File: config.mk
export PLATFORM = sky130hd
export DESIGN_NAME = blink_rate_decoder
export DESIGN_NICKNAME = d
export VERILOG_FILES = /design/src/rtl/blink_pkg.sv /design/src/rtl/blink_edge_sync.sv /design/src/rtl/blink_rate_decoder.sv
export SDC_FILE = /design/constraint.sdc
export NUM_CORES = 1
export LEC_CHECK = 0
export CORE_ASPECT_RATIO = 0.7
export CORE_MARGIN = 5
export CORE_UTILIZATION = 64
export CTS_CLUSTER_SIZE = 30
export DETAILED_ROUTE_END_ITERATION = 8
export GPL_TIMING_DRIVEN = 0
export HOLD_SLACK_MARGIN = 0.02
export PLACE_DENSITY = 0.83
export SLEW_MARGIN = 20
export SYNTH_ARGS = -nofsm -noshare
export SYNTH_HDL_FRONTEND = slang
export SYNTH_HIERARCHICAL = 1
export SYNTH_SLANG_ARGS = --single-unit
File: constraint.sdc
create_clock -name clk -period 6.3 [get_ports clk]
set_clock_uncertainty 0.15 [all_clocks]
set_input_delay 0.63 -clock clk [delete_from_list [all_inputs] [get_ports clk]]
set_output_delay 0.63 -clock clk [all_outputs]
set_load 0.02 [all_outputs]
File: src/rtl/blink_pkg.sv
// Shared types and helpers for the blink-rate decoder and the blinker's bench model.
package blink_pkg;

    localparam int RATE_MAX = 7;

    typedef enum logic [1:0] {
        StIdle,
        StMeasure,
        StConfirm,
        StLocked
    } dec_state_e;

    // Expected half-period in cycles for rate code k: ceil(n/k) + 1.
    function automatic int unsigned half_period(input int unsigned n, input int unsigned k);
        return (n + k - 1) / k + 1;
    endfunction

endpackage

File: src/rtl/blink_edge_sync.sv
// Synchronizes sig_i, optionally filters glitches (BLINK_DEC_GLITCH_FILTER_EN), and
// emits a one-cycle pulse on every rising or falling edge of the resulting level.
module blink_edge_sync #(
    parameter int unsigned FILT = 4
) (
    input  logic clk,
    input  logic rst_n,
    input  logic sig_i,
    output logic edge_o
);

    logic [1:0] sync_q, sync_d;
    logic       prev_q, prev_d;
    logic       level;

`ifdef BLINK_DEC_GLITCH_FILTER_EN
    logic       filt_q, filt_d;
    logic [3:0] run_q, run_d;

    // run_q counts consecutive samples that disagree with the filtered level.
    always_comb begin
        filt_d = filt_q;
        run_d  = '0;
        if (sync_q[1] != filt_q) begin
            if (run_q == 4'(FILT - 1)) begin
                filt_d = sync_q[1];
            end else begin
                run_d = run_q + 4'd1;
            end
        end
    end

    always_ff @(posedge clk or negedge rst_n) begin
        if (!rst_n) begin
            filt_q <= 1'b0;
            run_q  <= '0;
        end else begin
            filt_q <= filt_d;
            run_q  <= run_d;
        end
    end

    assign level = filt_q;
`else
    logic unused_filt;
    assign unused_filt = (FILT != 0);
    assign level       = sync_q[1];
`endif

    always_comb begin
        sync_d = {sync_q[0], sig_i};
        prev_d = level;
    end

    always_ff @(posedge clk or negedge rst_n) begin
        if (!rst_n) begin
            sync_q <= '0;
            prev_q <= 1'b0;
        end else begin
            sync_q <= sync_d;
            prev_q <= prev_d;
        end
    end

    assign edge_o = level ^ prev_q;

endmodule

File: src/rtl/blink_rate_decoder.sv
// Recovers the 3-bit blinker rate code from the toggle interval of sig_in.
// Optional glitch filter in blink_edge_sync: define BLINK_DEC_GLITCH_FILTER_EN.
module blink_rate_decoder
    import blink_pkg::*;
#(
    parameter int unsigned WIDTH     = 27,
    parameter int unsigned N         = 50_000_000,
    parameter int unsigned TOL_SHIFT = 4,
    parameter int unsigned FILT      = 4
) (
    input  logic           clk,
    input  logic           rst_n,
    input  logic           sig_in,
    output logic [2:0]     rate,
    output logic           valid,
    output logic [WIDTH:0] period,
    output logic           err,
    output logic           stall
);

    localparam int unsigned CntW = WIDTH + 1;
    localparam int unsigned WinW = WIDTH + 2;
    localparam logic [CntW-1:0] Tmo = CntW'(2 * half_period(N, 1));

    logic             sig_edge;
    logic [CntW-1:0]  cnt_q, cnt_d;
    logic [CntW-1:0]  period_q, period_d;
    logic [2:0]       rate_q, rate_d;
    logic [2:0]       conf_q, conf_d;
    logic             err_q, err_d;
    dec_state_e       state_q, state_d;
    logic [2:0]       cls;
    logic [WinW-1:0]  win_lo [1:RATE_MAX];
    logic [WinW-1:0]  win_hi [1:RATE_MAX];

    blink_edge_sync #(
        .FILT (FILT)
    ) u_edge_sync (
        .clk    (clk),
        .rst_n  (rst_n),
        .sig_i  (sig_in),
        .edge_o (sig_edge)
    );

    // Windows are one bit wider than the counter so P + tol cannot wrap.
    for (genvar k = 1; k <= RATE_MAX; k++) begin : g_win
        localparam int unsigned Pk = half_period(N, k);
        assign win_lo[k] = WinW'(Pk - (Pk >> TOL_SHIFT));
        assign win_hi[k] = WinW'(Pk + (Pk >> TOL_SHIFT));
    end

    // Descending scan so the lowest matching code wins; 0 means unclassifiable.
    always_comb begin
        cls = '0;
        for (int k = RATE_MAX; k >= 1; k--) begin
            if ({1'b0, cnt_q} >= win_lo[k] && {1'b0, cnt_q} <= win_hi[k]) begin
                cls = 3'(k);
            end
        end
    end

    always_comb begin
        cnt_d = cnt_q;
        if (sig_edge) begin
            cnt_d = CntW'(1);
        end else if (cnt_q != '1) begin
            cnt_d = cnt_q + 1'b1;
        end
    end

    always_comb begin
        state_d  = state_q;
        conf_d   = conf_q;
        rate_d   = rate_q;
        period_d = period_q;
        err_d    = 1'b0;
        stall    = 1'b0;
        if (sig_edge) begin
            if (state_q != StIdle) begin
                period_d = cnt_q;
            end
            case (state_q)
                StIdle: state_d = StMeasure;
                StMeasure: begin
                    if (cls == '0) begin
                        err_d = 1'b1;
                    end else begin
                        state_d = StConfirm;
                        conf_d  = cls;
                    end
                end
                StConfirm: begin
                    if (cls == '0) begin
                        err_d   = 1'b1;
                        state_d = StMeasure;
                    end else if (cls == conf_q) begin
                        state_d = StLocked;
                        rate_d  = cls;
                    end else begin
                        conf_d = cls;
                    end
                end
                StLocked: begin
                    if (cls == '0) begin
                        err_d   = 1'b1;
                        state_d = StMeasure;
                        rate_d  = '0;
                    end else if (cls != rate_q) begin
                        state_d = StConfirm;
                        conf_d  = cls;
                        rate_d  = '0;
                    end
                end
                default: state_d = StIdle;
            endcase
        end else if (state_q != StIdle && cnt_q == Tmo) begin
            stall   = 1'b1;
            state_d = StIdle;
            rate_d  = '0;
        end
    end

    always_ff @(posedge clk or negedge rst_n) begin
        if (!rst_n) begin
            state_q  <= StIdle;
            cnt_q    <= '0;
            period_q <= '0;
            rate_q   <= '0;
            conf_q   <= '0;
            err_q    <= 1'b0;
        end else begin
            state_q  <= state_d;
            cnt_q    <= cnt_d;
            period_q <= period_d;
            rate_q   <= rate_d;
            conf_q   <= conf_d;
            err_q    <= err_d;
        end
    end

    assign rate   = rate_q;
    assign valid  = (state_q == StLocked);
    assign period = period_q;
    assign err    = err_q;

endmodule
==> metrics <==
status=finished, final reports clean; initial antenna violation count=0; P_leak=between 0.002 and 0.0025 uW; post-CTS resize count=0; Yosys top cell by area=dfrtp_1; Antenna Cells=0; vias in the first global route=slightly below 5k; leading cell type by number of instances after synthesis=dfrtp_1; Comb pwr share=between 10% and 20%; CTS Hold Bufs=0; pwr dens=between 150 and 200 nW/um^2; crit-path cells=clkbuf_1 -> clkbuf_1 -> nand4_1 -> or2_2 -> nor4_1 -> nand3_1 -> nor2_1 -> clkdlybuf4s50_1; NetSw=roughly 280 uW; Die Span Y=~83 um; max cap viols=0; Crit Path Class=reg2out; #FFs+latches synth=68; RSZ-0062 raised after global routing=false; Reg2Reg Setup Slack=between 1.5 and 2 ns; Routed WL=between 15000 and 20000 um; Iter 0 DRT Violations=~940; Syn Inst Count=between 500 and 600; Num CTS Buffers=9; Worst-Margin Slew=between 1 and 1.5 ns; total area of sequential cells=~1700 um^2; global-route wire length before repair=26500 um; # DRC=0; Worst Path Required=approximately 5.5 ns; list of most frequent post-synthesis cells=dfrtp_1, nor2_1, nand2_1, clkbuf_1, nand3_1; total track usage=a little under two fifths; Sw Share=between 30 and 40%; Fill cells=between 500 and 600; crit path capture type=output port; multi-input logic area=around 2900 um^2; gpl congestion=approximately 1.2; Max H-tree Level=3; dpl hpwl=approximately 12000 um; Max Root-Sink Buffers=2; grt ovf=0; YS warnings=6; setup violators final=0; Final Hold Vio Count=0; Post-DRT Antenna Nets=0; Avg WL per Cell=about 23 um; Mapped Avg Cell Area=around 8.5 um^2; I/O pins=37; crit path max fanout=10; DIE AREA=roughly 9400 um^2; Starting Density=between 60% and 70%; die width=between 100 and 150 um; Hold Path Class=in2async; Port-buffer cells=36; Post-Route Setup TNS=0 ns; Post-CTS Setup Bufs=0; DR pass1 iterations=7; internal power=645 uW; std cell rows=26; CP dominant cell by count=clkbuf_1; Post-synth EDFFs=0; slew margin rel.=between 20% and 30%; CP Launch Type=flip-flop; CTS tree=built; syn nets=a little under 600; largest cells by area after synthesis=dfrtp_1, mux2_2, nor2_1; clock period minus worst slack=roughly 4.6 ns; worst IR drop on VDD=around 0.00021 V; CP max stage delay=between 0.6 and 0.7 ns; largest net degree at the start of global routing=37; Final Util=about three quarters; Max Slew Vio Count=0; area grow syn2layout=14.0%; fmax=0.218 GHz; Tcrit/Tclk final=between 70 and 80%; synthesized area=4840 um^2; clk root buf=clkbuf_8; clock network power share=a little over a third; clock slew at reported path FFs=around 0.08 ns; fraction of registers with async set/reset=100%; CTS sink cnt=just under 70; predominant post-synthesis flop cell=dfrtp_1; CP Data Arrival Time=between 3 and 4 ns; core area=7320 um^2; Synth top area share=between 30% and 40%; clock network latency to the later pin of the worst-skew pair=0.37 ns; Synth cell types=70; Vias=5198; nets@finish=between 600 and 700; Avg Vias per Cell=about 7.2; register area share after synthesis=around a third; slowest stage cell, crit path=clkdlybuf4s50_1; share of total power in sequential cells=approximately half; layout cells sized above 1=8.64%
per-layer routing:
| layer | up-vias | GRT usage [%] | wire length (um) |
|---|---|---|---|
| met5 | - | 0 | 0 |
| met4 | 0 | 11.9 | 636 |
| met3 | 97 | 11.7 | 2400 |
| met2 | 427 | 56.2 | 6990 |
| met1 | 2453 | 49.9 | 6790 |
| li1 | 2221 | - | - |
state kept, by name (all words and copies together) (netlist names):
signal and flops:
u_edge_sync/prev_q 1, cnt_q 28, err 1, u_edge_sync/sync_q 2, state_q 2, conf_q 3
rate 3, period 28
cells by family after synthesis:
family,after synthesis,share of synthesized area [%]
AO/OA/AOI/OAI,123,17.9
flip-flops,68,35.2
multiplexers,24,5.56
AND/OR/NAND/NOR,264,30.4
adder cells (fa/ha/maj),4,1.03
XOR/XNOR,28,5.07
buffers and inverters,61,4.84
cell type report:
class,count,area share (%)
clock buffers,10,2.49
well taps,98,2.22
inverters,13,0.885
flip-flops and latches,68,30.8
repair buffers,37,6.85
multi-input cells,443,52.6
plain buffers,48,3.36
clock inverters,6,0.726
final timing paths:
| kind | start | endpoint | cells past startpoint |
|---|---|---|---|
| worst min-delay path | rst_n | cnt_q[22] | 1 |
| worst max-delay path | cnt_q[21] | stall | 8 |
| min in group clk | u_edge_sync/sync_q[0] | u_edge_sync/sync_q[1] | 0 |
| max in group asynchronous | rst_n | period[5] | 2 |
| worst min register to register | u_edge_sync/sync_q[0] | u_edge_sync/sync_q[1] | 0 |
| worst max register to register | cnt_q[2] | conf_q[2] | 11 |
through the flow:
step | instance area [um^2] | std cells | setup WS, ns | hold slack (ns) | total power (uW)
final | 5520 | 723 | 1.72 | 0.0434 | 929
after global routing | 5520 | 723 | 1.74 | 0.0959 | 958
after CTS | 5520 | 723 | 1.90 | 0.0700 | 922
after detailed placement | 5340 | 707 | 2.27 | 0.192 | 596
after global placement | 5320 | 706 | 2.30 | 0.185 | 590
after floorplan | 4840 | 572 | 2.92 | 0.181 | 542
cells in the final DEF, fill, tap and decap left out, types with 10 or more instances in the layout:
cell	n
a21oi_1	17
a31oi_1	11
and3_1	10
clkbuf_1	41
clkbuf_8	10
clkdlybuf4s50_1	35
dfrtp_1	68
inv_1	13
mux2_2	22
nand2_1	52
nand3_1	26
nand4_1	17
nor2_1	57
nor3_1	20
nor4_1	15
o21ai_0	25
xnor2_1	13
xor2_1	15
power groups by stage:
stage	sequential [uW]	clock, uW	combinational, uW
final	458	337	134
after global routing	459	356	143
after CTS	457	334	130
after detailed placement	466	0	130
after global placement	466	0	124
after floorplan	472	0	70.1
worst max-delay path: cells and delay by family, from the launching register on:
family | cells | cell delay, ns
AND/OR/NAND/NOR | 5 | 1.55
flip-flops | 1 | 0.35
buffers and inverters | 3 | 1.54
Power figures use the tool's default switching activity.
